## src/rtl/alu_driver_if.sv

```systemverilog
// Bundle of request, ALU and response signals around alu_driver.
// The slave modport is the driver; the master modport is its environment.
interface alu_driver_if #(
  parameter int TAG_W = 4
);
  logic             req_valid;
  logic             req_ready;
  logic [2:0]       req_aluop;
  logic [31:0]      req_a;
  logic [31:0]      req_b;
  logic [TAG_W-1:0] req_tag;

  logic [2:0]       alu_aluop;
  logic [31:0]      alu_a;
  logic [31:0]      alu_b;
  logic             alu_valid_i;
  logic [31:0]      alu_f;
  logic             alu_valid_o;

  logic             rsp_valid;
  logic             rsp_ready;
  logic [31:0]      rsp_f;
  logic [TAG_W-1:0] rsp_tag;
  logic             err;

  modport slave (
    input  req_valid, req_aluop, req_a, req_b, req_tag,
    output req_ready,
    output alu_aluop, alu_a, alu_b, alu_valid_i,
    input  alu_f, alu_valid_o,
    output rsp_valid, rsp_f, rsp_tag, err,
    input  rsp_ready
  );

  modport master (
    output req_valid, req_aluop, req_a, req_b, req_tag,
    input  req_ready,
    input  alu_aluop, alu_a, alu_b, alu_valid_i,
    output alu_f, alu_valid_o,
    input  rsp_valid, rsp_f, rsp_tag, err,
    output rsp_ready
  );
endinterface

```

## src/rtl/alu_driver.sv

```systemverilog
// Request-side controller for the two-stage ALU: credit-limited issue,
// tag alignment with the ALU pipeline and an in-order response FIFO.
module alu_driver #(
  parameter int DEPTH   = 4,
  parameter int TAG_W   = 4,
  parameter int ALU_LAT = 2
) (
  input  logic         clk,
  input  logic         rst,
  alu_driver_if.slave  bus
);

  localparam int PW = (DEPTH > 1) ? $clog2(DEPTH) : 1;
  localparam int NW = $clog2(DEPTH + 1);
  localparam int CW = $clog2(ALU_LAT + 1);

  typedef enum logic {FLUSH, RUN} state_t;

  state_t           r_state;
  logic [CW-1:0]    r_flush_cnt;
  logic [NW-1:0]    r_count;
  logic [NW-1:0]    r_inflight;
  logic [PW-1:0]    r_wr;
  logic [PW-1:0]    r_rd;
  logic             r_err;
  logic [31:0]      r_mem_f   [DEPTH];
  logic [TAG_W-1:0] r_mem_tag [DEPTH];
  logic [TAG_W-1:0] r_tag_pipe[ALU_LAT];

  logic [NW:0]      w_sum;
  logic             w_run;
  logic             w_ready;
  logic             w_issue;
  logic             w_resp;
  logic             w_deq;
  logic             w_full;
  logic             w_enq;
  logic             w_ovf;
  logic             w_spur;

  // Credits come from registered state only, so a dequeue this cycle
  // frees a slot for issue no earlier than next cycle.
  assign w_sum   = {1'b0, r_inflight} + {1'b0, r_count};
  assign w_run   = (r_state == RUN);
  assign w_ready = w_run && (w_sum < (NW+1)'(DEPTH));
  assign w_issue = bus.req_valid && w_ready;
  assign w_resp  = w_run && bus.alu_valid_o;
  assign w_deq   = (r_count != '0) && bus.rsp_ready;
  assign w_full  = (r_count == NW'(DEPTH));
  assign w_enq   = w_resp && (!w_full || w_deq);
  assign w_ovf   = w_resp && w_full && !w_deq;
  assign w_spur  = w_resp && (r_inflight == '0);

  assign bus.req_ready   = w_ready;
  assign bus.alu_valid_i = w_issue;
  assign bus.alu_aluop   = bus.req_aluop;
  assign bus.alu_a       = bus.req_a;
  assign bus.alu_b       = bus.req_b;
  assign bus.rsp_valid   = (r_count != '0);
  assign bus.rsp_f       = r_mem_f[r_rd];
  assign bus.rsp_tag     = r_mem_tag[r_rd];
  assign bus.err         = r_err;

  always_ff @(posedge clk) begin
    if (rst) begin
      r_state     <= FLUSH;
      r_flush_cnt <= '0;
      r_count     <= '0;
      r_inflight  <= '0;
      r_wr        <= '0;
      r_rd        <= '0;
      r_err       <= 1'b0;
    end else begin
      case (r_state)
        FLUSH: begin
          if (r_flush_cnt == CW'(ALU_LAT - 1)) begin
            r_state     <= RUN;
            r_flush_cnt <= '0;
          end else begin
            r_flush_cnt <= r_flush_cnt + 1'b1;
          end
        end
        default: r_state <= RUN;
      endcase

      if (w_issue && !w_resp) begin
        r_inflight <= r_inflight + 1'b1;
      end else if (!w_issue && w_resp && (r_inflight != '0)) begin
        r_inflight <= r_inflight - 1'b1;
      end

      if (w_enq && !w_deq) begin
        r_count <= r_count + 1'b1;
      end else if (w_deq && !w_enq) begin
        r_count <= r_count - 1'b1;
      end

      if (w_enq) r_wr <= r_wr + 1'b1;
      if (w_deq) r_rd <= r_rd + 1'b1;
      if (w_spur || w_ovf) r_err <= 1'b1;
    end
  end

  // Stage 0 loads every edge regardless of issue; the last stage lines up
  // with alu_valid_o for the request that was issued ALU_LAT edges earlier.
  always_ff @(posedge clk) begin
    r_tag_pipe[0] <= bus.req_tag;
    for (int unsigned i = 1; i < ALU_LAT; i++) begin
      r_tag_pipe[i] <= r_tag_pipe[i-1];
    end
  end

  always_ff @(posedge clk) begin
    if (w_enq) begin
      r_mem_f[r_wr]   <= bus.alu_f;
      r_mem_tag[r_wr] <= r_tag_pipe[ALU_LAT-1];
    end
  end

endmodule
```

## src/flat_wrapper.sv

```systemverilog
// flat-port wrapper written by rule: the top's interface ports become plain ports
module alu_driver_flat 
#(
  parameter int DEPTH   = 4,
  parameter int TAG_W   = 4,
  parameter int ALU_LAT = 2
)
  (clk, rst, bus_req_valid, bus_req_aluop, bus_req_a, bus_req_b, bus_req_tag, bus_req_ready, bus_alu_aluop, bus_alu_a, bus_alu_b, bus_alu_valid_i, bus_alu_f, bus_alu_valid_o, bus_rsp_valid, bus_rsp_f, bus_rsp_tag, bus_err, bus_rsp_ready);
  alu_driver_if #(.TAG_W(TAG_W)) bus_i ();
  input  logic clk;
  input  logic rst;
  input wire logic [$bits(bus_i.req_valid)-1:0] bus_req_valid;
  input wire logic [$bits(bus_i.req_aluop)-1:0] bus_req_aluop;
  input wire logic [$bits(bus_i.req_a)-1:0] bus_req_a;
  input wire logic [$bits(bus_i.req_b)-1:0] bus_req_b;
  input wire logic [$bits(bus_i.req_tag)-1:0] bus_req_tag;
  output wire logic [$bits(bus_i.req_ready)-1:0] bus_req_ready;
  output wire logic [$bits(bus_i.alu_aluop)-1:0] bus_alu_aluop;
  output wire logic [$bits(bus_i.alu_a)-1:0] bus_alu_a;
  output wire logic [$bits(bus_i.alu_b)-1:0] bus_alu_b;
  output wire logic [$bits(bus_i.alu_valid_i)-1:0] bus_alu_valid_i;
  input wire logic [$bits(bus_i.alu_f)-1:0] bus_alu_f;
  input wire logic [$bits(bus_i.alu_valid_o)-1:0] bus_alu_valid_o;
  output wire logic [$bits(bus_i.rsp_valid)-1:0] bus_rsp_valid;
  output wire logic [$bits(bus_i.rsp_f)-1:0] bus_rsp_f;
  output wire logic [$bits(bus_i.rsp_tag)-1:0] bus_rsp_tag;
  output wire logic [$bits(bus_i.err)-1:0] bus_err;
  input wire logic [$bits(bus_i.rsp_ready)-1:0] bus_rsp_ready;
  assign bus_i.req_valid = bus_req_valid;
  assign bus_i.req_aluop = bus_req_aluop;
  assign bus_i.req_a = bus_req_a;
  assign bus_i.req_b = bus_req_b;
  assign bus_i.req_tag = bus_req_tag;
  assign bus_req_ready = bus_i.req_ready;
  assign bus_alu_aluop = bus_i.alu_aluop;
  assign bus_alu_a = bus_i.alu_a;
  assign bus_alu_b = bus_i.alu_b;
  assign bus_alu_valid_i = bus_i.alu_valid_i;
  assign bus_i.alu_f = bus_alu_f;
  assign bus_i.alu_valid_o = bus_alu_valid_o;
  assign bus_rsp_valid = bus_i.rsp_valid;
  assign bus_rsp_f = bus_i.rsp_f;
  assign bus_rsp_tag = bus_i.rsp_tag;
  assign bus_err = bus_i.err;
  assign bus_i.rsp_ready = bus_rsp_ready;
  alu_driver #(.DEPTH(DEPTH), .TAG_W(TAG_W), .ALU_LAT(ALU_LAT)) u_core (.clk(clk), .rst(rst), .bus(bus_i));
endmodule
```

## config.mk

```make
export PLATFORM = sky130hd
export DESIGN_NAME = alu_driver_flat
export DESIGN_NICKNAME = d
export VERILOG_FILES = /design/src/rtl/alu_driver_if.sv /design/src/rtl/alu_driver.sv /design/src/flat_wrapper.sv
export SDC_FILE = /design/constraint.sdc
export NUM_CORES = 1
export LEC_CHECK = 0
export CAP_MARGIN = 10
export CORE_MARGIN = 3
export CORE_UTILIZATION = 30
export DETAILED_ROUTE_END_ITERATION = 10
export DONT_BUFFER_PORTS = 1
export PLACE_DENSITY_LB_ADDON = 0.08
export REMOVE_ABC_BUFFERS = 1
export SYNTH_ARGS = -nofsm -noshare
export SYNTH_HDL_FRONTEND = slang
export SYNTH_SLANG_ARGS = --single-unit
```

## constraint.sdc

```tcl
create_clock -name clk -period 3.9 [get_ports clk]
set_input_delay 0.39 -clock clk [delete_from_list [all_inputs] [get_ports clk]]
set_output_delay 0.39 -clock clk [all_outputs]
set_load 0.03 [all_outputs]
```

==> key figures, run 1 <==
Outcome
  • Outcome: complete, no violations

Synthesis
  • Top-count cell post-synth: edfxtp_1
  • Synth Instances: roughly 350
  • Synth Register Bits: 168
  • Synthesized area per cell: roughly 19 um2
  • Number of synthesized flops with an enable pin: around 140
  • Cell accounting for the most synthesized area: edfxtp_1
  • Synth Flop Type: edfxtp_1
  • Synth area leaders: edfxtp_1 65%, mux4_2 12%, buf_4 7.9%
  • Yosys top cell area share: about two thirds
  • Seq/Total Area, Yosys: 71.9%
  • Netlist cell types: 32
  • Synthesized area: between 6000 and 7000 um2
  • Yosys Warn Count: 0
  • Top cells by count, synth: 144 x edfxtp_1, 70 x buf_4, 36 x mux4_2
  • Async SR Flop Fraction: 0%

STA
  • Max Clk Rate: ~380 MHz
  • Slew Limit Headroom: between 40% and 50%
  • Final period util: between 60% and 70%
  • Max-slew violations: 0
  • Worst Max-Slew Pin Slew: between 800 and 900 ps
  • Final TNS setup: 0 ps
  • Final Skew: about 12 ps
  • Final setup violation count: 0
  • Smallest setup slack after layout: roughly 1300 ps
  • Min Tclk post-route: 2610 ps
  • Final Hold Viols: 0
  • RSZ-0062 raised after global routing: false

Detailed routing
  • DR WL/cell: around 28 um
  • DRT iter0 DRCs: around 160
  • Detailed Route WL: approximately 16 mm
  • Vias post-DR: roughly 2800
  • Post-route antenna net violation count: 0
  • DR DRC count: 0
  • TritonRoute pass-1 iters: 4
  • Post-DR vias/cell: roughly 4.8

Clock tree
  • Post-cts sizing count: 0
  • Htree depth: 4
  • Clock sinks: between 150 and 200
  • Worst skew pair latency: between 400 and 500 ps
  • Post-CTS setup buffers: 0
  • Worst-case clock buffer depth: 2
  • Clock transition at path regs: roughly 70 ps
  • CTS Root Cell: clkbuf_16
  • CTS Buf Count: 17
  • CTS tree: yes

GRT
  • GRT overflow: 0
  • First-pass GRT wire length: roughly 23 mm
  • Vias in the first global route: ~3000
  • Initial antenna violation count: 0
  • Largest net degree at the start of global routing: 37
  • Gr usage total: between 10% and 20%

Die
  • Ports: roughly 220
  • Floorplan row count: 53
  • Core footprint: about 21000 um2
  • Die area: 24100 um2
  • Die X: 155 um
  • Initial core utilization: between 30% and 40%
  • Chip height: approximately 160 um

Critical path
  • Peak fanout along the critical path: 4
  • Crit Reg-Reg Endpoint: u_core.r_inflight[2]
  • Worst path max stage delay: around 380 ps
  • Critical Path RT: 4210 ps
  • Crit-path cells: ha_1 -> nor4b_4 -> nand3_2 -> inv_1 -> nand2_1 -> fa_1 -> and2_1 -> mux2i_1 -> mux2_2
  • Slowest stage cell, crit path: fa_1
  • Buf/Inv on CP: 1
  • Reg2reg setup slack: approximately 1300 ps
  • Largest delay share family, worst path: adder cells
  • R2R depth: 9
  • CP arrival: 2920 ps
  • Kind of critical path: reg -> reg
  • CP Capture Type: flip-flop
  • Startpoint Class: flip-flop
  • FF-to-FF Start: u_core.r_inflight[2]

Finish
  • Area growth syn-to-layout: 7.51%
  • ANT cells: 0
  • Layout cell share with drive strength beyond 1: between 20% and 30%
  • Design Area, Final: 7190 um2
  • Final #Nets: 420

Worst hold path
  • HP Start: rst
  • Hold Path Stages: 1
  • HP Class: in -> reg

Pwr
  • PD cells: roughly 650 nW/um2
  • Sw frac: 27.6%
  • Max VDD drop: 0.291 mV
  • Power, Total: between 4 and 5 mW
  • Sequential share of power: a little under half
  • Power share of the clock group: a little under two fifths
  • P_leak: approximately 2.3 nW
  • Cell internal pwr: 3.40 mW
  • P_sw: around 1.3 mW
  • Comb pwr share: about 16%

Placement
  • Port bufs: 0
  • Placed inst area: between 6000 and 7000 um2
  • DP Worst Slack: 1280 ps
  • DP HPWL: around 11 mm
  • GPL Wtd Cong: just under 0.7

Flow run
  • Max_cap viols: 0
registers in the layout, indices dropped and copies added (netlist names), named ones only:
signal	count
u_core.r_wr	2
u_core.r_flush_cnt	2
u_core.r_mem_tag	16
u_core.r_tag_pipe	8
u_core.r_state	1
u_core.r_inflight	3
u_core.bus.err	1
u_core.r_count	3
u_core.r_mem_f	128
u_core.r_rd	2
worst max-delay path by stage:
stage / start / end / depth (start not counted)
5_1_grt: u_core.r_count[2] / u_core.r_inflight[2] / 9
3_5_place_dp: u_core.r_inflight[2] / u_core.r_inflight[2] / 9
4_1_cts: u_core.r_inflight[2] / u_core.r_inflight[2] / 9
2_1_floorplan: flip-flop / bus_rsp_f[0] / 1
6_report: u_core.r_inflight[2] / u_core.r_inflight[2] / 9
3_3_place_gp: u_core.r_count[2] / u_core.r_inflight[2] / 9
power groups by stage:
| stage | combinational, mW | clock [mW] | sequential (mW) |
|---|---|---|---|
| finish | 0.745 | 1.77 | 2.18 |
| global route | 0.796 | 1.91 | 2.21 |
| CTS | 0.765 | 1.83 | 2.20 |
| detailed placement | 0.759 | 0 | 2.24 |
| global placement | 0.754 | 0 | 2.23 |
| floorplan | 0.659 | 0 | 2.17 |
final cells by class:
type / count / area (um2)
tap: 275 / 344
fill: 2051 / 14300
timing repair buffer: 9 / 77.6
inverter: 6 / 22.5
clock buffer: 19 / 433
clock inverter: 13 / 191
sequential: 168 / 4810
multi-input combinational: 101 / 1310
cell usage in the layout, fill, tap and decap left out, types with 2 or more instances in the layout:
master         count
clkbuf_16         17
clkbuf_1           2
nor2b_1            3
ha_1               7
a21oi_1            4
buf_4              5
clkinv_4           2
dfxtp_1           22
nor2_1            11
nand2b_1           2
nand2_1            4
mux4_2            36
inv_6              3
mux2i_1            3
dlygate4sd3_1      4
inv_1              6
fa_1               2
o21ai_0            2
nor3_1             4
and2_2             4
and2_1             2
bufinv_16          4
clkinvlp_4         3
edfxtp_1         144
or3_1              2
nand3_1            2
xor2_1             4
cell families (layout without fill, tap and decap cells):
logic type | count (synthesis) | in the layout | share of synthesized area [%]
buffers and inverters | 83 | 47 | 8.63
AOI/OAI and AO/OA | 7 | 7 | 0.562
muxes | 42 | 42 | 13.1
adders and majority gates | 9 | 9 | 1.91
DFF | 168 | 168 | 71.9
xor gates and xnor gates | 5 | 5 | 0.655
and+or+nand+nor | 38 | 38 | 3.26
repair_timing:
action	CTS	global route
hold buffers	4	0
setup endpoints to repair	0	0
hold endpoints to repair	4	0
layer usage:
metal  vias to the layer above  share of wire, %  global-route usage (%)
li1                       1178                 -                       -
met2                       165                40                    17.5
met5                         -              0.66                    4.55
met3                        12                17                    12.8
met4                         4              0.85                    3.04
met1                      1449                41                    16.8
through the flow:
step / utilization (%) / hold WS (ps) / std cells
2_1_floorplan: - / 310 / 275
3_3_place_gp: 30.4 / 311 / 555
3_5_place_dp: 30.4 / 313 / 555
4_1_cts: 33.4 / 3.89 / 591
5_1_grt: 33.4 / 15.1 / 591
6_report: 33.4 / 35.6 / 591
Note: power is estimated with default switching activity, not from simulation.
==> inputs of run 2 (changes only) <==
==> constraint.sdc (replaced) <==
create_clock -name clk -period 2.2 [get_ports clk]
set_input_delay 0.22 -clock clk [delete_from_list [all_inputs] [get_ports clk]]
set_output_delay 0.22 -clock clk [all_outputs]
set_load 0.03 [all_outputs]
==> key figures, run 2 (synthesized netlist as in run 1, its figures left out) <==
Finish
  • Area occupied by registers: 4810 um2 (about the same)
  • Fillcell total: 2025 (-1.3%)
  • Top reg by flops: u_core.r_mem_f
  • Area growth syn-to-layout: 18.4%
  • Most common cell after layout, fill and taps aside: edfxtp_1
  • Multi-input logic area: 1360 um2 (+3.5%)
  • Final #Nets: 485 (+15%)
  • Max FFs per register: 128 (unchanged)
  • End-of-flow core utilization: 36.8% (+3.4 points)
  • Commonest cells after routing, fill and taps aside: 144 x edfxtp_1, 37 x dlygate4sd3_1, 36 x mux4_2
  • Largest regs: u_core.r_mem_f: 128 flops, u_core.r_mem_tag: 16 flops, u_core.r_tag_pipe: 8 flops
  • ANT cells: 0 (unchanged)
  • Layout cell share with drive strength beyond 1: 33.3% (+7.7 points)

GRT
  • First-pass GRT wire length: 24.7 mm (+6.8%)
  • Gr usage total: 14.6% (+0.76 points)
  • Largest net degree at the start of global routing: 25 (-32%)
  • GRT overflow: 0 (unchanged)
  • Initial antenna violation count: 0 (unchanged)
  • Vias in the first global route: 3390 (+13%)

Worst hold path
  • Worst Hold Endpoint: u_core.r_inflight[0]
  • HP Class: in -> reg
  • Hold Path Stages: 2 (+1)
  • HP Start: rst

STA
  • Final period util: 100% (+33 points)
  • Min Tclk post-route: 2200 ps (-411 ps)
  • Worst Max-Slew Pin Slew: 609 ps (-217 ps)
  • Final Skew: 15.4 ps (+3.63 ps)
  • Smallest setup slack after layout: -1.98 ps (-1290 ps)
  • Slew Limit Headroom: 59.2% (+14 points)
  • Max Clk Rate: 454 MHz (+19%)
  • Final setup violation count: 1 (+1)
  • Max-slew violations: 0 (unchanged)
  • RSZ-0062 raised after global routing: true
  • Final Hold Viols: 0 (unchanged)

Critical path
  • Startpoint Class: flip-flop
  • Slowest stage cell, crit path: or3_4
  • Crit Reg-Reg Endpoint: u_core.r_count[2]
  • CP arrival: 2540 ps (-380 ps)
  • FF-to-FF Start: u_core.r_count[2]
  • Peak fanout along the critical path: 4 (unchanged)
  • CP Capture Type: flip-flop
  • Reg2reg setup slack: -2 ps (-1290 ps)
  • Worst path max stage delay: 380 ps (about the same)
  • Buf/Inv on CP: 2 (+1)
  • Critical Path RT: 2540 ps (-1670 ps)
  • R2R depth: 9 (unchanged)
  • Kind of critical path: reg -> reg
  • Crit-path cells: buf_6 -> or3_4 -> nand2_2 -> ha_2 -> inv_1 -> fa_2 -> xor2_1 -> or3_1 -> a21oi_2
  • Largest delay share family, worst path: simple AND/OR/NAND/NOR gates

Die
  • Chip height: 155 um (unchanged)
  • Ports: 215 (unchanged)
  • Initial core utilization: 31.1% (unchanged)
  • Floorplan row count: 53 (unchanged)
  • Die X: 155 um (unchanged)
  • Core footprint: 21500 um2 (unchanged)
  • Die area: 24100 um2 (unchanged)

Detailed routing
  • Detailed Route WL: 17.1 mm (+4.5%)
  • Post-DR vias/cell: 4.69 (-1.3%)
  • Vias post-DR: 3076 (+9.5%)
  • TritonRoute pass-1 iters: 4 (unchanged)
  • DR DRC count: 0 (unchanged)
  • Post-route antenna net violation count: 0 (unchanged)
  • DRT iter0 DRCs: 139 (-10%)
  • DR WL/cell: 26.1 um (-5.8%)

Outcome
  • Failing checks: setup timing
  • Outcome: finished, violations left

Clock tree
  • Clock sinks: 168 (unchanged)
  • CTS Buf Count: 17 (unchanged)
  • Worst skew pair latency: 420 ps (about the same)
  • Htree depth: 4 (unchanged)
  • Worst-case clock buffer depth: 2 (unchanged)
  • CTS Root Cell: clkbuf_16
  • CTS tree: yes
  • Clock transition at path regs: 70 ps (about the same)

Pwr
  • PD cells: 1090 nW/um2 (+68%)
  • Power, Total: 8.66 mW (+85%)
  • Max VDD drop: 0.467 mV (+60%)
  • P_leak: 2.58 nW (+14%)

Placement
  • GPL Wtd Cong: 0.730 (+5.7%)
  • DP HPWL: 11.5 mm (+8.9%)
  • Port bufs: 0 (unchanged)
  • DP Worst Slack: -28.9 ps (-1310 ps)

Flow run
  • Max_cap viols: 0 (unchanged)
-- run 2: cell count changes in the layout (fill, tap and decap cells not counted), sizes merged --
cell | previous run | this run
bufinv | 4 | 2
dlygate4sd3 | 4 | 37
clkinv | 3 | 6
clkinvlp | 3 | 2
inv | 9 | 10
clkbuf | 19 | 18
buf | 5 | 37
-- run 2: metrics by stage --
stage	hold slack (ps)	setup TNS, ps	cell area [um2]	instances
6_report	34.4	-1.98	7910	656
5_1_grt	36.4	-325	7910	656
4_1_cts	13.9	0	7880	656
3_5_place_dp	248	-57.8	6810	577
3_3_place_gp	248	-26.4	6810	577
2_1_floorplan	248	-14260	6130	275
-- run 2: cell type report --
type	count	area share (%)
inverters	6	0.285
flip-flops and latches	168	60.8
clock buffers	18	5.42
repair buffers	74	9.87
well taps	275	4.35
multi-input cells	101	17.1
clock inverters	14	2.12
-- run 2: routing by layer --
layer  wire, um  GRT usage [%]
met4        237           4.21
met3       2470           11.6
met2       7360           20.0
met1       6900           17.1
met5        175           6.00
-- run 2: report_power, final --
| part | total [mW] | switching [mW] | internal (mW) |
|---|---|---|---|
| clock | 2.98 | 1.28 | 1.70 |
| sequential | 3.71 | 0.113 | 3.59 |
| combinational | 1.97 | 1.10 | 0.870 |
-- run 2: timing repair --
| action | 4_1_cts | 5_1_grt |
|---|---|---|
| endpoints found under the setup margin | 2 | 4 |
| setup buffers | 10 | 0 |
| resized for setup | 8 | 8 |
| endpoints found under the hold margin | 147 | 0 |
| pin swaps | 5 | 3 |
| hold buffers | 37 | 0 |
-- run 2: how the worst max path moves through the flow --
stage	end	depth (start not counted)	startpoint
final	u_core.r_count[2]	9	u_core.r_count[2]
after global routing	u_core.r_inflight[2]	9	u_core.r_count[2]
after CTS	u_core.r_count[2]	9	u_core.r_count[2]
after detailed placement	u_core.r_count[2]	9	u_core.r_count[2]
after global placement	u_core.r_inflight[2]	9	u_core.r_inflight[2]
after floorplan	bus_rsp_f[0]	1	flip-flop
-- run 2: worst register-to-register path, cell delays in order (launching register included) --
cell,delay [ps]
dfxtp_2,340
buf_6,120
or3_4,380
nand2_2,90
ha_2,180
inv_1,50
fa_2,340
xor2_1,160
or3_1,330
a21oi_2,140
==> inputs of run 3 (changes only) <==
--- a/config.mk
+++ b/config.mk
@@ -10,7 +10,7 @@
 export CORE_UTILIZATION = 30
 export DETAILED_ROUTE_END_ITERATION = 10
 export DONT_BUFFER_PORTS = 1
-export PLACE_DENSITY_LB_ADDON = 0.08
+export PLACE_DENSITY = 0.47
 export REMOVE_ABC_BUFFERS = 1
 export SYNTH_ARGS = -nofsm -noshare
 export SYNTH_HDL_FRONTEND = slang
==> key figures, run 3 (synthesized netlist as in run 1, its figures left out) <==
Outcome
  • Outcome: complete, no violations

Clock tree
  • Htree depth: 4 (unchanged)
  • Worst-case clock buffer depth: 2 (unchanged)
  • CTS Root Cell: clkbuf_16
  • Worst skew pair latency: 410 ps (about the same)
  • Clock transition at path regs: 60 ps (about the same)
  • Clock sinks: 168 (unchanged)
  • CTS tree: yes
  • CTS Buf Count: 17 (unchanged)

STA
  • Worst Max-Slew Pin Slew: 558 ps (-51.1 ps)
  • Slew Limit Headroom: 62.7% (+3.4 points)
  • RSZ-0062 raised after global routing: true
  • Final Hold Viols: 0 (unchanged)
  • Smallest setup slack after layout: 18.0 ps (+20.0 ps)
  • Max-slew violations: 0 (unchanged)
  • Min Tclk post-route: 2180 ps (-20.0 ps)
  • Final setup violation count: 0 (-1)
  • Final period util: 99.2% (-0.91 points)
  • Fin Hold WS: 39.4 ps (+5.06 ps)
  • Final Skew: 9.84 ps (-5.61 ps)
  • Max Clk Rate: 458 MHz (+0.92%)

Critical path
  • Critical Path RT: 2540 ps (about the same)
  • Slowest stage cell, crit path: or3_4
  • CP arrival: 2520 ps (-20 ps)
  • Buf/Inv on CP: 2 (unchanged)
  • Peak fanout along the critical path: 4 (unchanged)
  • R2R depth: 9 (unchanged)
  • Crit-path cells: buf_6 -> or3_4 -> nand2_4 -> ha_4 -> inv_2 -> fa_2 -> xor2_2 -> or3_4 -> a21oi_2
  • Startpoint Class: flip-flop
  • Worst path max stage delay: 400 ps (+20 ps)
  • Crit Reg-Reg Endpoint: u_core.r_count[2]
  • Kind of critical path: reg -> reg
  • Reg2reg setup slack: 20 ps (+20 ps)
  • CP Capture Type: flip-flop
  • FF-to-FF Start: u_core.r_count[1]
  • Largest delay share family, worst path: simple AND/OR/NAND/NOR gates
  • Most frequent CP cell: or3_4

Placement
  • DP HPWL: 11.5 mm (+0.13%)
  • Placed Instances: 572 (-0.87%)
  • Port bufs: 0 (unchanged)
  • Placed inst area: 6740 um2 (-1.1%)
  • DP Worst Slack: -87.1 ps (-58.1 ps)
  • GPL Wtd Cong: 0.783 (+7.3%)

Die
  • Initial core utilization: 31.1% (unchanged)
  • Floorplan row count: 53 (unchanged)
  • Core footprint: 21500 um2 (unchanged)
  • Ports: 215 (unchanged)
  • Die X: 155 um (unchanged)
  • Chip height: 155 um (unchanged)
  • Die area: 24100 um2 (unchanged)

Finish
  • Multi-input logic area: 1400 um2 (+3.6%)
  • Top reg by flops: u_core.r_mem_f
  • Area growth syn-to-layout: 18.6%
  • Layout cell share with drive strength beyond 1: 34.5% (+1.1 points)
  • Non-Filler Instances: 658 (+0.30%)
  • Area occupied by registers: 4820 um2 (about the same)
  • Design Area, Final: 7930 um2 (+0.22%)
  • Final #Nets: 487 (+0.41%)
  • Max FFs per register: 128 (unchanged)
  • End-of-flow core utilization: 36.9% (+0.082 points)
  • Most common cell after layout, fill and taps aside: edfxtp_1
  • Fillcell total: 2015 (-0.49%)
  • Commonest cells after routing, fill and taps aside: 144 x edfxtp_1, 38 x dlygate4sd3_1, 36 x mux4_2
  • Largest regs: u_core.r_mem_f: 128 flops, u_core.r_mem_tag: 16 flops, u_core.r_tag_pipe: 8 flops
  • ANT cells: 0 (unchanged)

Flow run
  • Max_cap viols: 0 (unchanged)

Pwr
  • P_leak: 2.59 nW (+0.50%)
  • Max VDD drop: 0.557 mV (+19%)
  • PD cells: 1090 nW/um2 (about the same)

Detailed routing
  • DRT iter0 DRCs: 157 (+13%)
  • Post-DR vias/cell: 4.82 (+2.8%)
  • Vias post-DR: 3173 (+3.2%)
  • TritonRoute pass-1 iters: 4 (unchanged)
  • Post-route antenna net violation count: 0 (unchanged)
  • DR WL/cell: 27.0 um (+3.1%)
  • Detailed Route WL: 17.7 mm (+3.4%)
  • DR DRC count: 0 (unchanged)

Worst hold path
  • Hold Path Stages: 2 (unchanged)
  • HP Start: rst
  • Worst Hold Endpoint: u_core.r_inflight[2]
  • HP Class: in -> reg

GRT
  • First-pass GRT wire length: 25.0 mm (+0.98%)
  • Gr usage total: 14.9% (+0.28 points)
  • GRT overflow: 0 (unchanged)
  • Largest net degree at the start of global routing: 37 (+48%)
  • Vias in the first global route: 3291 (-2.9%)
  • Initial antenna violation count: 0 (unchanged)
-- run 3: changes by cell type in the layout (fill, tap and decap cells not counted), moves of 2 or more --
cell / before / now
buf_12: 10 / 7
buf_4: 25 / 27
buf_6: 2 / 4
clkbuf_1: 1 / 4
clkinvlp_4: 2 / 0
-- run 3: worst reg2reg max path: cells and delay by family, from the launching register on --
kind | cells | cell delay, ps
xor+xnor | 1 | 160
compound gates | 1 | 110
simple gates | 3 | 880
fa+ha+maj | 2 | 480
flops | 1 | 320
buf+inv | 2 | 160
-- run 3: worst max-delay path by stage --
| stage | startpoint | endpoint | slack (ps) | cells after the start |
|---|---|---|---|---|
| after floorplan | flip-flop | bus_rsp_f[0] | -390 | 1 |
| after global placement | u_core.r_inflight[2] | u_core.r_inflight[2] | -20 | 9 |
| after detailed placement | u_core.r_inflight[2] | u_core.r_inflight[2] | -90 | 9 |
| after CTS | u_core.r_count[2] | u_core.r_inflight[2] | -20 | 9 |
| after global routing | u_core.r_count[1] | u_core.r_count[2] | -60 | 9 |
| final | u_core.r_count[1] | u_core.r_count[2] | 20 | 9 |
-- run 3: power breakdown --
part           switching [mW]  internal [mW]  leakage (nW)
sequential              0.123           3.60          1.50
clock                    1.17           1.71         0.281
combinational            1.12          0.944         0.810
total                    2.42           6.25          2.59
-- run 3: what timing repair did --
| item | in CTS | in global routing |
|---|---|---|
| hold buffers | 38 | 0 |
| cloned | 0 | 0 |
| hold endpoints to repair | 146 | 0 |
| resized for setup | 11 | 19 |
| endpoints found under the setup margin | 7 | 5 |
| pin swaps | 6 | 7 |
| setup buffers | 14 | 4 |
-- run 3: metal layers --
| layer | vias to the layer above | routed length [um] | GRT usage (%) |
|---|---|---|---|
| met4 | 8 | 236 | 4.42 |
| li1 | 1310 | - | - |
| met3 | 24 | 3010 | 12.7 |
| met1 | 1615 | 7010 | 18.0 |
| met5 | - | 230 | 8.70 |
| met2 | 216 | 7240 | 18.7 |
-- run 3: per-stage QoR --
stage	setup TNS, ps	total power, mW
6_report	0	8.67
5_1_grt	-117	9.08
4_1_cts	-21.1	8.65
3_5_place_dp	-141	5.48
3_3_place_gp	-21.7	5.45
2_1_floorplan	-14260	5.02
-- run 3: area by class of cell --
cell class	instances	area share [%]
inverters	6	0.284
clock buffers	22	5.73
multi-input cells	101	17.7
repair buffers	76	9.69
clock inverters	10	1.53
flip-flops and latches	168	60.7
well taps	275	4.34
==> RTL change 1 (config.mk and constraints of run 3) <==
`ALU_LAT` is set to 2 in 2 places; all go to 4.
--- a/src/rtl/alu_driver.sv
+++ b/src/rtl/alu_driver.sv
@@ -5,3 +5,3 @@
   parameter int TAG_W   = 4,
-  parameter int ALU_LAT = 2
+  parameter int ALU_LAT = 4
 ) (
--- a/src/flat_wrapper.sv
+++ b/src/flat_wrapper.sv
@@ -5,3 +5,3 @@
   parameter int TAG_W   = 4,
-  parameter int ALU_LAT = 2
+  parameter int ALU_LAT = 4
 )
Check against the original RTL: not equivalent (Yosys sat finds a counterexample within 4 cycles, from zero or initial values and one cycle with rst high).
==> RTL change 1 against run 3 <==
The flow now finishes with violations (setup timing); sequential share of layout area rose by 2.4 points; critical endpoint is now u_core.r_inflight[2]; setup slack got worse by 0.051 ns; largest cell class unchanged; sequential power up 2%; via count shrank 0.41%; sequential cell count increased by 9; synthesized area grew 2.9%; power fell by 9.2%; wire length shrank 2.0%; worst hold slack better by 0.0026 ns; final area fell by 0.22%.
==> RTL change 1: results (changes against run 3) <==
- Synth Area in Adders: 2.04% (was 1.91%)
- Largest regs: u_core.r_mem_f: 128 flops, u_core.r_mem_tag: 16 flops, u_core.r_tag_pipe: 16 flops (was u_core.r_mem_f: 128 flops, u_core.r_mem_tag: 16 flops, u_core.r_tag_pipe: 8 flops)
- PnR worst setup slack: -0.0325 ns (was 0.0180 ns)
- Hold Path Sink: u_core.r_inflight[0] (was u_core.r_inflight[2])
- Via-per-instance ratio: 4.74 (was 4.82)
- Setup TNS: -0.0325 ns (was 0 ns)
- Met1 GRT Util: 16.9% (was 18.0%)
- Number of global-route vias before repair: 3280 (was 3291)
- Non-Filler Instances: 666 (was 658)
- Most common library cells after synthesis: 144 x edfxtp_1, 67 x buf_4, 36 x mux4_2 (was 144 x edfxtp_1, 70 x buf_4, 36 x mux4_2)
- Failing checks: setup timing
- Post-Place Worst Slack: -0.0994 ns (was -0.0871 ns)
- Reg2reg end: u_core.r_inflight[2] (was u_core.r_count[2])
- Clock power share: 34.2% (was 33.3%)
- Netlist cell types: 31 (was 32)
- Pwr/cell area: 995 nW/um^2 (was 1090 nW/um^2)
- First-pass GRT wire length: 24400 um (was 25000 um)
- Post-synthesis compound-gate area fraction: 0.655% (was 0.561%)
- Violation count after the first detailed-route iteration: 219 (was 157)
- Tightest Pin Transition: 0.611 ns (was 0.558 ns)
- Dpl hpwl: 11500 um (about the same)
- Min Hold Slack: 0.0420 ns (was 0.0394 ns)
- Status: finished, violations left (was finished clean)
- Nets: 491 (was 487)
- Sequential power share: 48.2% (was 42.9%)
- M2 GR Usage: 18.1% (was 18.7%)
- Area after DPL: 6920 sq um (was 6740 sq um)
- Top cells by area, synth: edfxtp_1 63%, mux4_2 12%, dfxtp_1 9.6% (was edfxtp_1 65%, mux4_2 12%, buf_4 7.9%)
- Share of layout cells above drive strength 1: 30.1% (was 34.5%)
- Sw Ratio: 27.0% (was 27.9%)
- Arr. time, crit path: 2.54 ns (was 2.52 ns)
- Avg WL per Cell: 26.1 um (was 27.0 um)
- Setup violators final: 1 (was 0)
==> RTL change 1: changes by cell type in the layout (fill, tap and decap cells not counted), moves of 3 or more <==
cell | before | now
dfxtp_1 | 19 | 29
buf_12 | 7 | 3
buf_6 | 4 | 0
clkbuf_1 | 4 | 1
clkinv_2 | 1 | 4
clkinv_4 | 4 | 1
clkinvlp_4 | 0 | 3
mux2i_1 | 3 | 6
nor2_1 | 10 | 13
==> RTL change 1: cell type report <==
type,count,area (sq um)
clock buffers,18,429
clock inverters,14,91.3
fillers,2070,14200
inverters,7,26.3
multi-input cells,103,1390
flip-flops and latches,177,4990
well taps,280,350
repair buffers,67,636
==> RTL change 1: repair_timing <==
| action | in CTS | in global routing |
|---|---|---|
| pin swaps | 5 | 5 |
| hold buffers | 38 | 0 |
| hold endpoints to repair | 148 | 0 |
| endpoints found under the setup margin | 2 | 3 |
| setup buffers | 3 | 1 |
| gates resized for setup | 7 | 9 |
==> RTL change 2 (settings of run 3) <==
Without the edit above. Reset style: asynchronous (`rst`), changed in one clocked block.
--- a/src/rtl/alu_driver.sv
+++ b/src/rtl/alu_driver.sv
@@ -63,3 +63,3 @@
 
-  always_ff @(posedge clk) begin
+  always_ff @(posedge clk or posedge rst) begin
     if (rst) begin
Function: differs if rst is asserted again (counterexample within 4 cycles, from zero or initial values and one cycle with rst high); with rst held inactive, the same outputs for 10 cycles.
==> RTL change 2 against run 3 <==
The run now ends with setup timing left; synthesized cell count did not move; synthesized area rose by 0.69%; via count rose by 0.85%; sequential share of layout area rose by 1.3 points; first-iteration DRC count rose by 0.64%; setup slack got worse by 0.14 ns; core utilization fell by 1.4 points; sequential cell count fell by 2; final area fell by 1.6%; wire length fell by 1.5%; fmax fell by 6.1%; power rose by 30%; critical path depth did not move; critical path type unchanged.
==> RTL change 2: results (changes against run 3) <==
- Hold Startpoint: bus_alu_valid_o (was rst)
- Register area share after synthesis: 71.8% (was 71.9%)
- Arr. time, crit path: 2.67 ns (was 2.52 ns)
- Final Skew: 0.0120 ns (was 0.00984 ns)
- Netlist cell types: 36 (was 32)
- Final wirelength: 17500 um (was 17700 um)
- Number of global-route vias before repair: 3307 (was 3291)
- Setup violators final: 3 (was 0)
- Tightest Pin Transition: 0.566 ns (was 0.558 ns)
- Placed Cells: 579 (was 572)
- Failing checks: setup timing
- First-pass GRT wire length: 24700 um (was 25000 um)
- Dpl hpwl: 11700 um (was 11500 um)
- PnR worst setup slack: -0.124 ns (was 0.0180 ns)
- Hold Path Sink: u_core.bus.err (was u_core.r_inflight[2])
- Ys async rst share: 8.43% (was 0%)
- Avg WL per Cell: 26.8 um (was 27.0 um)
- Pin count of the biggest net entering global routing: 31 (was 37)
- Min Hold Slack: 0.0568 ns (was 0.0394 ns)
- Delay of the slowest critical-path stage: 0.51 ns (was 0.40 ns)
- Via-per-instance ratio: 4.92 (was 4.82)
- Nets: 475 (was 487)
- Violation count after the first detailed-route iteration: 158 (was 157)
- Top cells by area, synth: edfxtp_1 64%, mux4_2 12%, buf_4 7.7% (was edfxtp_1 65%, mux4_2 12%, buf_4 7.9%)
- Average size of a mapped cell: 19.1 sq um (was 19.0 sq um)
- Status: finished, violations left (was finished clean)
RTL change 2: cell types whose count changed after synthesis, moves of 4 or more:
| cell | change |
|---|---|
| xnor2_1 | +4 |
| dfrtp_1 | +14 |
| dfxtp_1 | -16 |
| buf_2 | +4 |
RTL change 2: cell type report:
cell class | count | area (sq um)
Multi-Input combinational cell | 103 | 1360
Tap cell | 280 | 350
Clock inverter | 15 | 213
Timing Repair Buffer | 63 | 593
Sequential cell | 166 | 4840
Clock buffer | 17 | 425
Fill cell | 2044 | 14200
Inverter | 7 | 26.3
RTL change 2: critical path, delay by kind of cell (launching register included):
family,cells,cell delay (ns)
and+or+nand+nor,5,0.88
adders and majority gates,2,0.69
DFF,1,0.39
AOI/OAI and AO/OA,2,0.29
RTL change 2: logic make-up after synthesis:
kind of cell	synth area share, %
AOI/OAI and AO/OA	1.65
xor gates and xnor gates	0.911
adders and majority gates	1.90
buffers and inverters	8.57
DFF	71.8
muxes	12.2
and+or+nand+nor	2.94
RTL change 2: power breakdown:
part / switching [mW] / internal [mW]
Sequential: 0.194 / 4.10
Combinational: 2.43 / 1.39
Clock: 1.24 / 1.93
RTL change 2: stage by stage:
step,area (sq um),setup TNS [ns]
after floorplan,6180,-19.91
after global placement,6740,-0.133
after detailed placement,6740,-0.221
after CTS,7760,-0.264
after global routing,7800,-0.799
final,7800,-0.225
RTL change 2: metal layers:
layer	track usage (%)	vias to the layer above	wire, um
met1	18.4	1648	7170
li1	-	1304	-
met2	18.5	223	6960
met5	6.35	-	152
met4	4.33	4	206
met3	11.8	21	2990
RTL change 2: repair_timing:
item | 4_1_cts | 5_1_grt
endpoints found under the setup margin | 4 | 6
pin swaps | 1 | 2
hold buffers | 38 | 0
buffers inserted | 0 | 2
resized for setup | 4 | 6
cloned | 0 | 0
hold endpoints to repair | 148 | 0
